===== config.mk =====
export PLATFORM = sky130hd
export DESIGN_NAME = sdram_arbiter
export DESIGN_NICKNAME = d
export VERILOG_FILES = /design/src/rtl/sdram_arbiter_pkg.sv /design/src/rtl/sdram_arbiter.sv
export SDC_FILE = /design/constraint.sdc
export NUM_CORES = 1
export LEC_CHECK = 0
export CAP_MARGIN = 20
export CORE_MARGIN = 10
export CORE_UTILIZATION = 38
export DETAILED_ROUTE_END_ITERATION = 12
export MAX_ROUTING_LAYER = met4
export PLACE_DENSITY = 0.84
export SETUP_SLACK_MARGIN = 0.1
export SYNTH_ARGS = -nofsm -noshare
export SYNTH_HDL_FRONTEND = slang
export SYNTH_SLANG_ARGS = --single-unit

===== constraint.sdc =====
create_clock -name clk_i -period 1.9 [get_ports clk_i]
set_input_delay 0.38 -clock clk_i [delete_from_list [all_inputs] [get_ports clk_i]]
set_output_delay 0.38 -clock clk_i [all_outputs]
set_load 0.01 [all_outputs]

===== src/rtl/sdram_arbiter_pkg.sv =====
// Shared SDRAM constants: data path widths, arbiter state encoding and
// the controller timing values used by the SDRAM controller.
package sdram_arbiter_pkg;

  localparam int unsigned SDRAM_ADDR_W = 24;
  localparam int unsigned SDRAM_DATA_W = 16;

  // Arbiter state encoding kept as plain constants for legacy tools.
  localparam logic [0:0] ARB_IDLE = 1'b0;
  localparam logic [0:0] ARB_BUSY = 1'b1;

  // Controller timing, in clock cycles.
  localparam int unsigned SDRAM_CAS_LAT    = 2;
  localparam int unsigned SDRAM_T_RCD      = 2;
  localparam int unsigned SDRAM_T_RP       = 2;
  localparam int unsigned SDRAM_T_RFC      = 7;
  localparam int unsigned SDRAM_REFRESH_CY = 780;

  typedef logic [0:0] arb_state_t;

  // Two-way round robin: port 1 wins if it is the only requester or if
  // both request and the pointer favours it.
  function automatic logic arb_pick_p1(input logic req0, input logic req1,
                                       input logic ptr);
    return req1 & (~req0 | ptr);
  endfunction

endpackage


===== src/rtl/sdram_arbiter.sv =====
// Two-port round-robin arbiter in front of the SDRAM controller; one
// transaction at a time, with request fields latched at grant.
module sdram_arbiter
  import sdram_arbiter_pkg::*;
#(
  parameter int unsigned ADDR_W = SDRAM_ADDR_W,
  parameter int unsigned DATA_W = SDRAM_DATA_W
) (
  input  logic              clk_i,
  input  logic              rst_i,
  input  logic              p0_rd_i,
  input  logic              p0_wr_i,
  input  logic [ADDR_W-1:0] p0_addr_i,
  input  logic [DATA_W-1:0] p0_data_i,
  output logic              p0_done_o,
  output logic [DATA_W-1:0] p0_data_o,
  output logic              p0_rdPending_o,
  input  logic              p1_rd_i,
  input  logic              p1_wr_i,
  input  logic [ADDR_W-1:0] p1_addr_i,
  input  logic [DATA_W-1:0] p1_data_i,
  output logic              p1_done_o,
  output logic [DATA_W-1:0] p1_data_o,
  output logic              p1_rdPending_o,
  output logic              host_intf_rd_o,
  output logic              host_intf_wr_o,
  output logic [ADDR_W-1:0] host_intf_addr_o,
  output logic [DATA_W-1:0] host_intf_data_o,
  input  logic              host_intf_done_i,
  input  logic [DATA_W-1:0] host_intf_data_i,
  input  logic              host_intf_rdPending_i
);

  arb_state_t        r_state;
  logic              r_owner;
  logic              r_ptr;
  logic              r_rd;
  logic              r_wr;
  logic [ADDR_W-1:0] r_addr;
  logic [DATA_W-1:0] r_data;

  logic              w_req0;
  logic              w_req1;
  logic              w_gnt1;
  logic              w_sel_rd;
  logic              w_sel_wr;
  logic              w_busy;
  logic              w_done;

  assign w_req0   = p0_rd_i | p0_wr_i;
  assign w_req1   = p1_rd_i | p1_wr_i;
  assign w_gnt1   = arb_pick_p1(w_req0, w_req1, r_ptr);
  assign w_sel_wr = w_gnt1 ? p1_wr_i : p0_wr_i;
  assign w_sel_rd = (w_gnt1 ? p1_rd_i : p0_rd_i) & ~w_sel_wr;

  // Outputs are also masked by rst_i so they read zero in the reset cycle itself.
  assign w_busy = (r_state == ARB_BUSY) & ~rst_i;
  assign w_done = host_intf_done_i & w_busy;

  always_ff @(posedge clk_i) begin
    if (rst_i) begin
      r_state <= ARB_IDLE;
      r_owner <= 1'b0;
      r_ptr   <= 1'b0;
      r_rd    <= 1'b0;
      r_wr    <= 1'b0;
      r_addr  <= '0;
      r_data  <= '0;
    end else begin
      case (r_state)
        ARB_IDLE: begin
          if (w_req0 | w_req1) begin
            r_state <= ARB_BUSY;
            r_owner <= w_gnt1;
            r_rd    <= w_sel_rd;
            r_wr    <= w_sel_wr;
            r_addr  <= w_gnt1 ? p1_addr_i : p0_addr_i;
            r_data  <= w_gnt1 ? p1_data_i : p0_data_i;
          end
        end
        ARB_BUSY: begin
          if (host_intf_done_i) begin
            r_state <= ARB_IDLE;
            r_rd    <= 1'b0;
            r_wr    <= 1'b0;
            r_ptr   <= ~r_owner;
          end
        end
        default: r_state <= ARB_IDLE;
      endcase
    end
  end

  assign host_intf_rd_o   = r_rd & ~rst_i;
  assign host_intf_wr_o   = r_wr & ~rst_i;
  assign host_intf_addr_o = rst_i ? '0 : r_addr;
  assign host_intf_data_o = rst_i ? '0 : r_data;

  assign p0_done_o      = w_done & ~r_owner;
  assign p1_done_o      = w_done &  r_owner;
  assign p0_data_o      = host_intf_data_i;
  assign p1_data_o      = host_intf_data_i;
  assign p0_rdPending_o = host_intf_rdPending_i & w_busy & ~r_owner;
  assign p1_rdPending_o = host_intf_rdPending_i & w_busy &  r_owner;

endmodule


# After elaboration in Yosys (flattened, before gate mapping)
# Cells that the tools add are included.
[totals] ff_bits=45 input_bits=104 output_inout_bits=78 elab_cells=46
[classes] n_eq_ne=2 n_mux=14 n_bitwise=20 n_reduce_logical=3
[ops] operator="24-bit 2-to-1 mux" count=2
[ops] operator="16-bit 2-to-1 mux" count=2
[ops] operator="1-bit bitwise AND" count=11
[ops] operator="1-bit 2-to-1 mux" count=7
[ops] operator="1-bit one-hot mux with 2 select lines" count=3
[ops] operator="2-bit AND reduction" count=3
[ops] operator="1-bit NOT" count=5
[ops] operator="2-bit inequality test (second input constant)" count=2
[ops] operator="1-bit bitwise OR" count=4

# Longest topological paths before layout
[depth] word_depth=9 ltp_mapped=6 ltp_nobuf=3

# Worst setup path before layout
# No wires, ideal clock.
[synth_path] path_kind="input port to output port" startpoint="input rst_i" endpoint="output p0_done_o" t_arrival_ns=1.304 required_ns=1.520 setup_slack_ns=0.216 stages=4 path_buffers=3 path_cell_list="clkbuf_1 -> clkbuf_1 -> buf_1 -> nor3_1"
[synth_via] elab_chain_len=4
[synth_lines] element="start: declaration" line="sdram_arbiter.sv:10" rtl="input logic rst_i,"
[synth_lines] element="1-bit NOT" line="sdram_arbiter.sv:57" rtl="assign w_busy = (r_state == ARB_BUSY) & ~rst_i;"
[synth_lines] element="1-bit bitwise AND" line="sdram_arbiter.sv:57"
[synth_lines] element="1-bit bitwise AND" line="sdram_arbiter.sv:58" rtl="assign w_done = host_intf_done_i & w_busy;"
[synth_lines] element="1-bit bitwise AND" line="sdram_arbiter.sv:99" rtl="assign p0_done_o = w_done & ~r_owner;"
[synth_lines] element="end: declaration" line="sdram_arbiter.sv:15" rtl="output logic p0_done_o,"
# Every way passes these cells.

# Worst setup path after layout
[layout_path] startpoint="input p0_wr_i" endpoint="register r_addr[4]"
[layout_via] elab_chain_len=5 word_cells_on_any_way=7 cone_classes="1 x mux; 5 x bitwise; 1 x reduce/logical"
[layout_lines] element="start: declaration" line="sdram_arbiter.sv:12" rtl="input logic p0_wr_i,"
[layout_lines] element="1-bit bitwise OR *" line="sdram_arbiter.sv:50" rtl="assign w_req0 = p0_rd_i | p0_wr_i;"
[layout_lines] element="1-bit NOT" line="sdram_arbiter_pkg.sv:25" rtl="return req1 & (~req0 | ptr);"
[layout_lines] element="1-bit bitwise OR" line="sdram_arbiter_pkg.sv:25"
[layout_lines] element="1-bit bitwise AND" line="sdram_arbiter_pkg.sv:25"
[layout_lines] element="24-bit 2-to-1 mux" line="sdram_arbiter.sv:77" rtl="r_addr <= w_gnt1 ? p1_addr_i : p0_addr_i;"
[layout_lines] element="end signal: assignment" line="sdram_arbiter.sv:77"
[layout_lines] element="end: declaration" line="sdram_arbiter.sv:39" rtl="logic [ADDR_W-1:0] r_addr;"
# Every way passes the cells marked *; elsewhere a longest branch is shown, timed or not.
# A chain may end at the register's enable or synchronous reset.

==> summary.md <==
| Metric | Value |
|---|---|
| Hpwl dp | 7500 um |
| Fin util | 57.2% |
| Reg2reg path depth | 5 |
| Area of the core | 7650 sq um |
| CP Data Arrival Time | 1.98 ns |
| Area of the multi-input gates | 1590 sq um |
| Max cap viols | 0 |
| CTS tree | done |
| Final WL | 10200 um |
| CP Class | in2reg |
| Root Driver | clkbuf_8 |
| GP Congestion | 0.780 |
| RR Startpoint | r_state$_SDFF_PP0_ |
| Slew @ Worst Pin | 0.520 ns |
| Routed WL per cell | 18.5 um |
| Antenna-violating nets left | 0 |
| Die area | 11700 sq um |
| Outcome | completed |
| Tightest Hold Check Type | reg2reg |
| Yosys reg bits | 45 |
| Final setup TNS | 0 ns |
| Number of global-route vias before repair | 3169 |
| Sequential fraction of the synthesis area | 30.4% |
| Global route total overflow | 0 |
| Power Density | 576 nW/um^2 |
| Post-synthesis cell count | 361 |
| Overall global routing resource usage | 16.9% |
| Fill cells | 679 |
| Boundary pin count | 182 |
| Slew margin rel. | 65.3% |
| Inserted Diodes | 0 |
| Worst skew pair latency | 0.29 ns |
| Synthesis Warnings | 0 |
| RSZ-0062 raised after global routing | true |
| Clock Path Buffers | 2 |
| Hold Violations, Final | 0 |
| IO Port Bufs | 133 |
| Width of the chip | 108 um |
| Row cnt | 32 |
| Vias post-DR | 3090 |
| Hold path endpoint | r_data[9]$_SDFFE_PP0P_ |
| Syn avg cell area | 8.21 sq um |
| Final hold slack | 0.489 ns |
| Largest net degree at the start of global routing | 54 |
| Minimum clock period after layout | 1.79 ns |
| Worst-path clk slew | 0.08 ns |
| Flop2flop setup slack | 0.21 ns |
| Fin nets | 557 |
| H-tree depth | 2 |
| Synth cell types | 33 |
| Initial Util | 38.8% |
| Leak | 1.78 nW |
| Worst flop-to-flop path endpoint | r_rd$_SDFFE_PP0P_ |
| Antenna violations before repair | 0 |
| TritonCTS sink count | 45 |
| Worst Hold Depth | 2 |
| Routed vias/inst | 5.57 |
| Mapped Nets | 465 |
| Layout area overhead | 47.6% |
| Crit Path Max Fanout | 16 |
| Share of layout cells above drive strength 1 | 12.8% |
| First-pass iteration count of the detailed router | 4 |
| Required @ worst endpoint | 2.09 ns |
| Seq. cell area | 902 sq um |
| Slew Limit Fails | 0 |
| Synthesized area | 2970 sq um |
| Worst Clk Skew | 0.00418 ns |
| First-pass GRT wire length | 15900 um |
| DRC Markers | 0 |
| Endpoints failing setup | 0 |
| Worst setup SP type | input port |
| Drt initial violations | 130 |
| HP Start | r_data[9]$_SDFFE_PP0P_ |
| Die Y | 108 um |
| Crit share post-route | 94.5% |
| Fmax | 0.557 GHz |
| VDD IR max | 0.271 mV |
| CTS Buf Count | 5 |
| CP Capture Type | flop |
==> flip-flops by register name, indices dropped and copies added, names as in the netlist <==
name and flops:
r_wr 1, r_addr 24, r_owner 1, r_rd 1, r_state 1, r_ptr 1, r_data 16
==> how the worst max path moves through the flow <==
stage             from                 endpoint  slack (ns)  cells after the start
6_report       p0_wr_i   r_addr[4]$_SDFFE_PP0P_        0.11                      7
2_1_floorplan    rst_i                p0_done_o        0.22                      4
5_1_grt        p1_rd_i   r_addr[4]$_SDFFE_PP0P_        0.03                      7
3_3_place_gp   p1_wr_i   r_addr[2]$_SDFFE_PP0P_       -0.22                      5
3_5_place_dp   p1_wr_i  r_addr[14]$_SDFFE_PP0P_       -0.28                      5
4_1_cts          rst_i      host_intf_data_o[1]        0.10                      4
==> synth_stat cells <==
| library cell | n | area [sq um] |
|---|---|---|
| nor3_1 | 2 | 10.0 |
| a211oi_1 | 40 | 300 |
| nor2b_1 | 41 | 257 |
| nand3_1 | 2 | 10.0 |
| nor2_1 | 6 | 22.5 |
| o21ba_2 | 1 | 10.0 |
| nor4_4 | 1 | 21.3 |
| nand3b_1 | 1 | 7.51 |
| buf_2 | 10 | 50.1 |
| a21oi_2 | 9 | 78.8 |
| a21bo_2 | 1 | 10.0 |
| dfxtp_1 | 45 | 901 |
| a311o_1 | 1 | 10.0 |
| a31oi_1 | 1 | 6.26 |
| o21ai_0 | 41 | 205 |
| or4_1 | 1 | 7.51 |
| or2_2 | 1 | 6.26 |
| a21oi_1 | 32 | 160 |
| buf_1 | 1 | 3.75 |
| nand2_1 | 3 | 11.3 |
| inv_1 | 2 | 7.51 |
| o21bai_1 | 1 | 7.51 |
| nand2b_1 | 2 | 12.5 |
| clkbuf_1 | 28 | 105 |
| nor3b_1 | 2 | 15.0 |
| a311oi_1 | 41 | 359 |
| a221oi_1 | 1 | 8.76 |
| clkinv_1 | 1 | 3.75 |
| mux2i_1 | 1 | 10.0 |
| buf_4 | 32 | 240 |
| a211o_1 | 1 | 8.76 |
| a22o_1 | 1 | 8.76 |
| buf_6 | 8 | 90.1 |
==> per-stage QoR <==
stage	total power, W	std cells	setup WS [ns]	instance area, sq um
global placement	0.00194	545	-0.225	4230
floorplan	0.00159	361	0.216	2970
CTS	0.00256	552	0.102	4310
detailed placement	0.00196	545	-0.283	4230
global route	0.00268	555	0.0300	4380
finish	0.00252	555	0.105	4380
==> power by group <==
group | internal [W] | switching (W)
clock network | 0.000289 | 0.000301
logic | 0.000468 | 0.000377
registers | 0.00104 | 0.0000500
==> critical path: stages <==
cell and delay, ns:
clkdlybuf4s50_1 0.44, buf_4 0.19, nor4_4 0.28, buf_4 0.16, buf_6 0.16, a311oi_1 0.07
a211oi_1 0.30
==> timing repair <==
| action | in CTS | in global routing |
|---|---|---|
| gates resized for setup | 15 | 20 |
| buffers inserted | 0 | 2 |
| pin swaps | 0 | 3 |
| hold buffers | 0 | 0 |
| cloned | 0 | 1 |
| setup endpoints to repair | 27 | 31 |
==> area by class of cell <==
cell class	instances	share of cell area [%]
Timing Repair Buffer	164	37.8
Multi-Input combinational cell	234	36.4
Sequential cell	45	20.6
Tap cell	102	2.92
Clock buffer	7	1.97
Inverter	3	0.257
==> routing by layer <==
layer / GRT usage [%] / up-vias / share of wire [%] / wire length [um]
met2: 27.7 / 114 / 49 / 5060
met4: 5.84 / 0 / 2.3 / 235
met5: - / - / 0 / 0
li1: - / 1503 / - / -
met1: 20.2 / 1450 / 43 / 4430
met3: 3.03 / 23 / 5.1 / 527
==> layout by cell type (no fill, tap or decap), types with 2 or more instances in the layout <==
cell	n
a211oi_1	40
a21oi_1	32
a21oi_2	9
a311oi_1	39
a311oi_2	2
buf_12	6
buf_2	2
buf_4	22
buf_6	2
clkbuf_8	6
clkdlybuf4s50_1	105
dfxtp_1	44
dlygate4sd2_1	11
dlymetal6s2s_1	14
inv_1	2
nand2_1	3
nand2b_1	2
nand3_1	2
nor2_1	5
nor2b_1	41
nor3_1	2
nor3b_1	2
o21ai_0	41
==> logic make-up (layout without fill, tap and decap cells) <==
group                  count (synthesis)  after routing  share of synthesized area [%]
AO/OA/AOI/OAI                        171            171                           39.6
buffers and inverters                 82            174                           16.9
flip-flops                            45             45                           30.4
multiplexers                           1              1                          0.338
AND/OR/NAND/NOR                       62             62                           12.8
Note: power is estimated with default switching activity, not from simulation.
